===== src/rtl/vsync_frame_decoder_if.sv =====
// Bundle between a VSYNC source and vsync_frame_decoder.
// Optional macro VSYNC_DEC_ERRCNT_EN adds the err_count signal.
//
// Signalling: there is no back-pressure. frame_start and err are strobes,
// valid only in the single clk cycle they are high; the sink must sample
// them every cycle. row is meaningful only while de is high. state is a
// debug view of the decoder FSM.
interface vsync_frame_decoder_if;
  logic       vsync_in;
  logic [6:0] row;
  logic       de;
  logic       frame_start;
  logic       locked;
  logic       err;
  logic [2:0] state;
`ifdef VSYNC_DEC_ERRCNT_EN
  logic [7:0] err_count;
`endif

  modport master (
    output vsync_in,
    input  row, de, frame_start, locked, err, state
`ifdef VSYNC_DEC_ERRCNT_EN
    , input err_count
`endif
  );

  modport slave (
    input  vsync_in,
    output row, de, frame_start, locked, err, state
`ifdef VSYNC_DEC_ERRCNT_EN
    , output err_count
`endif
  );
endinterface


===== src/rtl/vsync_frame_decoder.sv =====
// Receive-side VSYNC decoder: measures pulse width and porch timing of an
// active-low VSYNC, regenerates row index / display-valid, reports lock and
// timing errors. Optional macro VSYNC_DEC_ERRCNT_EN adds a saturating
// 8-bit error counter (err_count).
module vsync_frame_decoder #(
  parameter int PULSE_CYC = 64000,
  parameter int BP_CYC    = 92800,
  parameter int ROW_CYC   = 16000,
  parameter int ROWS      = 96,
  parameter int FP_CYC    = 32000,
  parameter int TOL_CYC   = 16,
  parameter int LOCK_FRM  = 2
) (
  input  logic clk,
  input  logic reset,
  vsync_frame_decoder_if.slave bus
);

  localparam int CNT_W = 17;
  localparam int GW    = (LOCK_FRM < 2) ? 1 : $clog2(LOCK_FRM + 1);

  // Pulse width is cnt+1 at the rise, so the width bounds are shifted by one.
  localparam logic [CNT_W-1:0] W_MIN_CNT = CNT_W'(PULSE_CYC - TOL_CYC - 1);
  localparam logic [CNT_W-1:0] W_MAX_CNT = CNT_W'(PULSE_CYC + TOL_CYC - 1);
  localparam logic [CNT_W-1:0] PULSE_TO  = CNT_W'(PULSE_CYC + TOL_CYC);
  localparam logic [CNT_W-1:0] BP_LAST   = CNT_W'(BP_CYC - 1);
  localparam logic [CNT_W-1:0] ROW_LAST  = CNT_W'(ROW_CYC - 1);
  localparam logic [CNT_W-1:0] FP_MIN    = CNT_W'(FP_CYC - TOL_CYC);
  localparam logic [CNT_W-1:0] FP_MAX    = CNT_W'(FP_CYC + TOL_CYC);
  localparam logic [6:0]       ROW_FINAL = 7'(ROWS - 1);
  localparam logic [GW-1:0]    GOOD_MAX  = GW'(LOCK_FRM);

  typedef enum logic [2:0] {
    ST_SEARCH     = 3'd0,
    ST_PULSE      = 3'd1,
    ST_BACKPORCH  = 3'd2,
    ST_DISPLAY    = 3'd3,
    ST_FRONTPORCH = 3'd4
  } state_t;

  logic             sync1_q, sync2_q, sync3_q;
  logic             fall, rise;
  state_t           state_q, state_d;
  logic [CNT_W-1:0] cnt_q, cnt_d;
  logic [6:0]       row_q, row_d;
  logic             de_q, de_d;
  logic             fs_q, fs_d;
  logic             locked_q, locked_d;
  logic             err_q, err_d;
  logic [GW-1:0]    good_q, good_d;
  logic             good_frame;

  // Synchronize the pin; sync3_q holds the previous synchronized value for edge detect.
  // Idle level is high so reset does not fabricate a falling edge.
  always_ff @(posedge clk or posedge reset) begin
    if (reset) begin
      sync1_q <= 1'b1;
      sync2_q <= 1'b1;
      sync3_q <= 1'b1;
    end else begin
      sync1_q <= bus.vsync_in;
      sync2_q <= sync1_q;
      sync3_q <= sync2_q;
    end
  end

  assign fall = sync3_q & ~sync2_q;
  assign rise = ~sync3_q & sync2_q;

  // Next-state, counter, row and lock computation; an edge always wins over a timeout or advance.
  always_comb begin
    state_d    = state_q;
    cnt_d      = cnt_q + 1'b1;
    row_d      = row_q;
    fs_d       = 1'b0;
    err_d      = 1'b0;
    good_d     = good_q;
    good_frame = 1'b0;

    case (state_q)
      ST_SEARCH: begin
        cnt_d = '0;
        if (fall) state_d = ST_PULSE;
      end
      ST_PULSE: begin
        if (rise) begin
          if (cnt_q >= W_MIN_CNT && cnt_q <= W_MAX_CNT) begin
            state_d = ST_BACKPORCH;
          end else begin
            err_d   = 1'b1;
            state_d = ST_SEARCH;
          end
        end else if (cnt_q > PULSE_TO) begin
          err_d   = 1'b1;
          state_d = ST_SEARCH;
        end
      end
      ST_BACKPORCH: begin
        if (fall) begin
          err_d   = 1'b1;
          state_d = ST_PULSE;
        end else if (cnt_q == BP_LAST) begin
          fs_d    = 1'b1;
          state_d = ST_DISPLAY;
        end
      end
      ST_DISPLAY: begin
        if (fall) begin
          err_d   = 1'b1;
          state_d = ST_PULSE;
        end else if (cnt_q == ROW_LAST) begin
          cnt_d = '0;
          if (row_q == ROW_FINAL) state_d = ST_FRONTPORCH;
          else                    row_d   = row_q + 7'd1;
        end
      end
      ST_FRONTPORCH: begin
        if (fall) begin
          state_d = ST_PULSE;
          if (cnt_q >= FP_MIN && cnt_q <= FP_MAX) good_frame = 1'b1;
          else                                    err_d      = 1'b1;
        end else if (cnt_q > FP_MAX) begin
          err_d   = 1'b1;
          state_d = ST_SEARCH;
        end
      end
      default: begin
        cnt_d   = '0;
        state_d = ST_SEARCH;
      end
    endcase

    if (state_d != state_q)     cnt_d = '0;
    if (state_d != ST_DISPLAY)  row_d = '0;

    if (err_d)                                good_d = '0;
    else if (good_frame && good_q != GOOD_MAX) good_d = good_q + 1'b1;

    de_d     = (state_d == ST_DISPLAY);
    locked_d = (good_d == GOOD_MAX);
  end

  // State and registered outputs.
  always_ff @(posedge clk or posedge reset) begin
    if (reset) begin
      state_q  <= ST_SEARCH;
      cnt_q    <= '0;
      row_q    <= '0;
      de_q     <= 1'b0;
      fs_q     <= 1'b0;
      locked_q <= 1'b0;
      err_q    <= 1'b0;
      good_q   <= '0;
    end else begin
      state_q  <= state_d;
      cnt_q    <= cnt_d;
      row_q    <= row_d;
      de_q     <= de_d;
      fs_q     <= fs_d;
      locked_q <= locked_d;
      err_q    <= err_d;
      good_q   <= good_d;
    end
  end

  assign bus.row         = row_q;
  assign bus.de          = de_q;
  assign bus.frame_start = fs_q;
  assign bus.locked      = locked_q;
  assign bus.err         = err_q;
  assign bus.state       = state_q;

`ifdef VSYNC_DEC_ERRCNT_EN
  logic [7:0] errcnt_q, errcnt_d;

  // Saturating count of err pulses; lock has no effect on it.
  always_comb begin
    errcnt_d = errcnt_q;
    if (err_d && errcnt_q != 8'hFF) errcnt_d = errcnt_q + 8'd1;
  end

  // Error counter register.
  always_ff @(posedge clk or posedge reset) begin
    if (reset) errcnt_q <= '0;
    else       errcnt_q <= errcnt_d;
  end

  assign bus.err_count = errcnt_q;
`endif

endmodule

===== src/flat_wrapper.sv =====
// flat-port wrapper written by rule: the top's interface ports become plain ports
module vsync_frame_decoder_flat 
#(
  parameter int PULSE_CYC = 64000,
  parameter int BP_CYC    = 92800,
  parameter int ROW_CYC   = 16000,
  parameter int ROWS      = 96,
  parameter int FP_CYC    = 32000,
  parameter int TOL_CYC   = 16,
  parameter int LOCK_FRM  = 2
)
  (clk, reset, bus_vsync_in, bus_row, bus_de, bus_frame_start, bus_locked, bus_err, bus_state);
  vsync_frame_decoder_if bus_i ();
  input  logic clk;
  input  logic reset;
  input wire logic [$bits(bus_i.vsync_in)-1:0] bus_vsync_in;
  output wire logic [$bits(bus_i.row)-1:0] bus_row;
  output wire logic [$bits(bus_i.de)-1:0] bus_de;
  output wire logic [$bits(bus_i.frame_start)-1:0] bus_frame_start;
  output wire logic [$bits(bus_i.locked)-1:0] bus_locked;
  output wire logic [$bits(bus_i.err)-1:0] bus_err;
  output wire logic [$bits(bus_i.state)-1:0] bus_state;
  assign bus_i.vsync_in = bus_vsync_in;
  assign bus_row = bus_i.row;
  assign bus_de = bus_i.de;
  assign bus_frame_start = bus_i.frame_start;
  assign bus_locked = bus_i.locked;
  assign bus_err = bus_i.err;
  assign bus_state = bus_i.state;
  vsync_frame_decoder #(.PULSE_CYC(PULSE_CYC), .BP_CYC(BP_CYC), .ROW_CYC(ROW_CYC), .ROWS(ROWS), .FP_CYC(FP_CYC), .TOL_CYC(TOL_CYC), .LOCK_FRM(LOCK_FRM)) u_core (.clk(clk), .reset(reset), .bus(bus_i));
endmodule

===== config.mk =====
export PLATFORM = sky130hd
export DESIGN_NAME = vsync_frame_decoder_flat
export DESIGN_NICKNAME = d
export VERILOG_FILES = /design/src/rtl/vsync_frame_decoder_if.sv /design/src/rtl/vsync_frame_decoder.sv /design/src/flat_wrapper.sv
export SDC_FILE = /design/constraint.sdc
export NUM_CORES = 1
export LEC_CHECK = 0
export ABC_AREA = 1
export CAP_MARGIN = 20
export CORE_AREA = 2 2 95 70
export DETAILED_ROUTE_END_ITERATION = 7
export DIE_AREA = 0 0 97 72
export GPL_TIMING_DRIVEN = 0
export PLACE_DENSITY = 0.65
export REMOVE_ABC_BUFFERS = 1
export SLEW_MARGIN = 20
export SYNTH_ARGS = -nofsm -noshare
export SYNTH_HDL_FRONTEND = slang
export SYNTH_SLANG_ARGS = --single-unit

===== constraint.sdc =====
create_clock -name clk -period 2.2 [get_ports clk]
set_clock_uncertainty 0.15 [all_clocks]
set_input_delay 0.44 -clock clk [delete_from_list [all_inputs] [get_ports clk]]
set_output_delay 0.44 -clock clk [all_outputs]
set_load 0.02 [all_outputs]

======== After elaboration in Yosys (flattened, before gate mapping) ========
Cells that the tools add are included.
storage, ports and cells
  register bits ........................... 36
  input port bits ......................... 3
  output and inout port bits .............. 14
  logic and storage cells ................. 84
cells by class
  add/subtract/negate cells ............... 3
  magnitude comparators ................... 6
  equality and inequality tests ........... 14
  mux-type cells .......................... 37
  bitwise operators ....................... 4
  reduce and logical (&&, ||, !) cells .... 9
operator list
  cell                     count
  $mux W17                 3
  $mux W7                  5
  $pmux W17 S2             1
  $mux W3                  10
  $add A17 B1 Y17 const B  1
  $eq A17 B14 Y1 const B   1
  $eq A17 B17 Y1 const B   1
  $ge A17 B15 Y1 const B   1
  $ge A17 B16 Y1 const B   1
  $gt A17 B15 Y1 const B   1
  $gt A17 B16 Y1 const B   1
  $le A17 B15 Y1 const B   1
  $le A17 B16 Y1 const B   1
  $pmux W3 S5              1
  $mux W1                  13
  $eq A3 B2 Y1 const B     3
  $add A7 B1 Y7 const B    1
  $eq A7 B7 Y1 const B     1
  $mux W2                  3
  $ne A2 B2 Y1 const B     3
  $reduce_and A4 Y1        1
  $reduce_bool A2 Y1       2
  $eq A3 B1 Y1 const B     1
  $eq A3 B3 Y1 const B     1
  11 further kinds         15

======== Depth between registers and ports, before layout ========
  depth after elaboration ................. 9
  gate-level depth with buffers ........... 14
  mapped depth without buffers ............ 13

======== Worst setup path after synthesis ========
Ideal clock, no wire load.
  path type ............................... register to register
  start point ............................. register u_core.row_q[0], in the netlist u_core.bus.row[0]
  end point ............................... register u_core.cnt_q[13]
  setup time .............................. 0.123 ns
  arrival ................................. 1.817 ns
  data required time ...................... 1.927 ns
  path slack .............................. 0.110 ns
  stages on the path, launching flop included .. 10
  buffers on the path ..................... 1
  period minus slack after synthesis ...... 2.090 ns
  cells stage by stage .................... dfrtp_1 -> ha_1 -> nand2_1 -> nor3_1 -> nand3_1 -> o211ai_2 -> nand3_1 -> nand3_4 -> buf_6 -> nor2_2
between the ends
  longest elaborated chain between the ends .. 7
ends and longest elaborated chain
  item                      line                        RTL
  start: declaration        vsync_frame_decoder.sv:45   logic [6:0] row_q, row_d;
  start signal: assignment  vsync_frame_decoder.sv:157  row_q <= row_d;
  $eq A7 B7 Y1              vsync_frame_decoder.sv:113  if (row_q == ROW_FINAL) state_d = ST_FRONTPORCH;
  $mux W3                   vsync_frame_decoder.sv:113
  $mux W3                   vsync_frame_decoder.sv:111  end else if (cnt_q == ROW_LAST) begin
  $mux W3                   vsync_frame_decoder.sv:108  if (fall) begin
  $pmux W3 S5               vsync_frame_decoder.sv:80   case (state_q)
  $ne A3 B3 Y1              vsync_frame_decoder.sv:133  if (state_d != state_q) cnt_d = '0;
  $mux W17                  vsync_frame_decoder.sv:133
  net u_core.cnt_d[13]      vsync_frame_decoder.sv:44   logic [CNT_W-1:0] cnt_q, cnt_d;
  end signal: assignment    vsync_frame_decoder.sv:156  cnt_q <= cnt_d;
  end: declaration          vsync_frame_decoder.sv:44
The timed path passes the listed nets, and every way through them passes these cells.
A chain may end at the register's enable or synchronous reset.

======== Final worst setup path ========
  start point ............................. register u_core.cnt_q[0]
  end point ............................... register u_core.cnt_q[16]
between the ends
  longest elaborated chain between the ends .. 7
  elaborated cells on any way between the ends .. 23
  those cells by class .................... 1 x add/sub; 4 x order compare; 3 x eq/ne; 14 x mux; 1 x reduce/logical
ends and longest elaborated chain
  item                                                     line                        RTL
  $ge A17 B16 Y1 / $le A17 B16 Y1 (equally long branches)  vsync_frame_decoder.sv:87   if (cnt_q >= W_MIN_CNT && cnt_q <= W_MAX_CNT) begin
  $logic_and A1 B1 Y1                                      vsync_frame_decoder.sv:87
  $mux W2                                                  vsync_frame_decoder.sv:87
  $mux W3                                                  vsync_frame_decoder.sv:86   if (rise) begin
  $pmux W3 S5                                              vsync_frame_decoder.sv:80
  $ne A3 B3 Y1                                             vsync_frame_decoder.sv:133
  $mux W17 (*)                                             vsync_frame_decoder.sv:133
  net u_core.cnt_d[16]                                     vsync_frame_decoder.sv:44
The timed path passes the listed nets; every way through them passes the cells marked *.

==> impl_metrics.csv <==
group,metric,value,unit
drt,wl_per_cell,12.9,um
die,die-height,72,um
global_routing,grt_overflow,0,
pwr,vdd_drop_max,231,uV
placement,port_buffers,16,
die,die-area,6980,um^2
placement,gp_congestion,0.931,
clock_tree,clk_pin_slew,0.08,ns
drt,drc,0,
cells_and_area,num-fill-cells,611,
synthesis,yosysWarningCount,0,
global_routing,antenna_found_initial,0,
clock_tree,ctsLongestPathBuffers,2,
timing,worst_slew_pin_slew,0.754,ns
clock_tree,cts_root_buf,"clkbuf_8",
synthesis,synth-edff-count,0,
die,die_x,97,um
die,start_util,38.8,%
cells_and_area,nNetsFinal,367,
critical_path,cp-start-kind,"register",
timing,clock.fmax,0.476,GHz
global_routing,grt_pass1_vias,2137,
critical_path,slowest_stage,"dfrtp_1",
timing,period_needed,2.10,ns
timing,setup_viol,0,
pwr,power_density,540,nW/um^2
clock_tree,clock-sinks,36,
drt,dr_total_vias,2172,
die,design.core.area,6040,um^2
critical_path,crit_path_end_kind,"register",
critical_path,rrSetupSlack,0.1,ns
drt,drtIter0Drc,127,
critical_path,required,2.24,ns
timing,finalCritPeriodShare,95.6,%
timing,hold_violations,0,
critical_path,critPathKind,"register to register",
cells_and_area,multi_input_area,1320,um^2
clock_tree,cts_tree,"done",
status,outcome,"complete, no violations",
die,num_rows,24,
timing,maxSlewViolCount,0,
drt,viasPerCell,4.95,
worst_hold_path,hp-class,"register to register",
global_routing,gr-usage-all-layers,17.6,%
pwr,p_leak,1.29,nW
synthesis,syn_area_per_cell,7.06,um^2
global_routing,grt_max_degree,37,
synthesis,syn_inst,332,
run,cap_violations,0,
synthesis,synth_area,2340,um^2
clock_tree,insertion_delay,0.29,ns
pwr,p_total,1.54,mW
synthesis,synth_cell_types,37,
synthesis,yosysSeqAreaShare,38.6,%
synthesis,synth_top_flop_cell,"dfrtp_1",
drt,antenna_left,0,
synthesis,async_flop_share,100,%
critical_path,path_cells,"ha_2 > nand2_2 > inv_2 > nand2_4 > nor2_4 > buf_4 > nand3_2 > o211ai_2 > nand3_2 > nand3_4 > buf_4 > nor2_1",
clock_tree,cts_buffers,5,
drt,first_pass_iters,4,
timing,timing.hold.ws,0.209,ns
cells_and_area,area_growth,21.8,%
timing,rsz0062_at_grt,"true",
clock_tree,htree_levels,2,
critical_path,critPathMaxFanout,4,
drt,drt_wl_total,5.68,mm
cells_and_area,diodes,0,
critical_path,worstPathArrival,2.14,ns
cells_and_area,drive_above_1_share,20.8,%
critical_path,max_stage_delay,0.40,ns
cells_and_area,register_area,912,um^2
placement,dp_hpwl,4.20,mm
synthesis,synth_seq_cells,36,
global_routing,grt_pass1_wl,9.98,mm
die,io_pins,17,
timing,slew_headroom,49.6,%
[kinds of logic (layout without fill, tap and decap cells)]
group	Yosys count	in the layout	share of synthesized area (%)
adders and majority gates	4	4	2.13
DFF	36	36	38.6
and+or+nand+nor	211	211	41.4
buffers and inverters	49	78	8.38
xor gates and xnor gates	6	6	2.24
AOI/OAI and AO/OA	26	26	7.31
[stage by stage]
step / instances / worst slack (ns) / util [%] / area, um^2 / setup TNS [ns]
after CTS: 435 / 0.00901 / 45.7 / 2760 / 0
after global placement: 423 / -0.356 / 42.7 / 2580 / -4.31
after global routing: 439 / -0.0358 / 47.3 / 2860 / -0.337
after detailed placement: 423 / -0.334 / 42.7 / 2580 / -3.48
after floorplan: 329 / 0.117 / - / 2320 / 0
final: 439 / 0.0976 / 47.3 / 2860 / 0
[timing repair]
item                       CTS  global route
pin swaps                    2             4
hold buffers                 0             0
setup endpoints to repair   17            25
buffers inserted             4             4
resized for setup            3            23
[cell usage in the layout, fill, tap and decap left out, types with 4 or more instances in the layout]
cell	n
inv_1	39
nand3b_1	4
clkdlybuf4s50_1	16
nor2_2	19
dfrtp_2	6
o21ai_0	7
nand3_1	27
nand4_1	9
nor2_1	56
buf_4	6
nand3_2	4
nand2_1	69
nor3_1	6
clkbuf_8	5
nand2_2	8
inv_2	7
dfrtp_1	27
xor2_1	6
a21oi_1	4
[path summary, 6_finish.rpt]
path	cells after the start	to	from
max in group asynchronous	2	u_core.cnt_q[16]	reset
hold / removal	0	u_core.sync2_q	u_core.sync1_q
setup reg to reg	12	u_core.cnt_q[16]	u_core.cnt_q[0]
setup / recovery	12	u_core.cnt_q[16]	u_core.cnt_q[0]
hold reg to reg	0	u_core.sync2_q	u_core.sync1_q
min in group asynchronous	2	u_core.cnt_q[12]	reset
[sequential cells by signal, indices dropped and copies added, names as in the netlist, 2 cells and up]
register / count
u_core.cnt_q: 17
u_core.bus.row: 7
u_core.bus.state: 3
u_core.good_q: 2
[cell type report]
| class | instances | share of cell area (%) |
|---|---|---|
| Timing Repair Buffer | 24 | 8.59 |
| Inverter | 46 | 6.04 |
| Sequential cell | 36 | 31.9 |
| Clock inverter | 3 | 1.49 |
| Clock buffer | 5 | 2.41 |
| Multi-Input combinational cell | 247 | 46.1 |
| Tap cell | 78 | 3.42 |
[worst max-delay path: cells and delay by family (launching register included)]
family	cells	cell delay [ns]
flip-flops	1	0.40
AO/OA/AOI/OAI	1	0.21
adder cells (fa/ha/maj)	1	0.21
AND/OR/NAND/NOR	7	0.66
buffers and inverters	3	0.38
[power by group]
| part | internal (mW) | switching, mW | leakage [nW] |
|---|---|---|---|
| clock network | 0.336 | 0.261 | 0.0541 |
| logic | 0.100 | 0.156 | 0.752 |
| registers | 0.677 | 0.0124 | 0.480 |
[layer usage]
layer,up-vias,GRT usage (%),routed length (um)
li1,1116,-,-
met1,1000,26.0,3040
met2,49,26.6,2320
met3,7,3.37,275
met4,0,5.01,51
met5,-,0,0
[Yosys cell counts (2+ instances only)]
library cell / instances / area, um^2
nand2_2: 5 / 31.3
nand4_1: 9 / 56.3
dfstp_2: 3 / 78.8
o22ai_1: 2 / 12.5
dfrtp_1: 33 / 826
nand2_1: 73 / 274
ha_1: 4 / 50.1
xor2_1: 6 / 52.6
o21a_1: 3 / 22.5
nand3b_1: 4 / 30.0
o21ai_0: 7 / 35.0
nor3_1: 7 / 35.0
nor2_1: 60 / 225
a21oi_1: 4 / 20.0
inv_2: 5 / 18.8
nand3_1: 30 / 150
nor2_2: 17 / 106
inv_1: 41 / 154
Power figures use the tool's default switching activity.
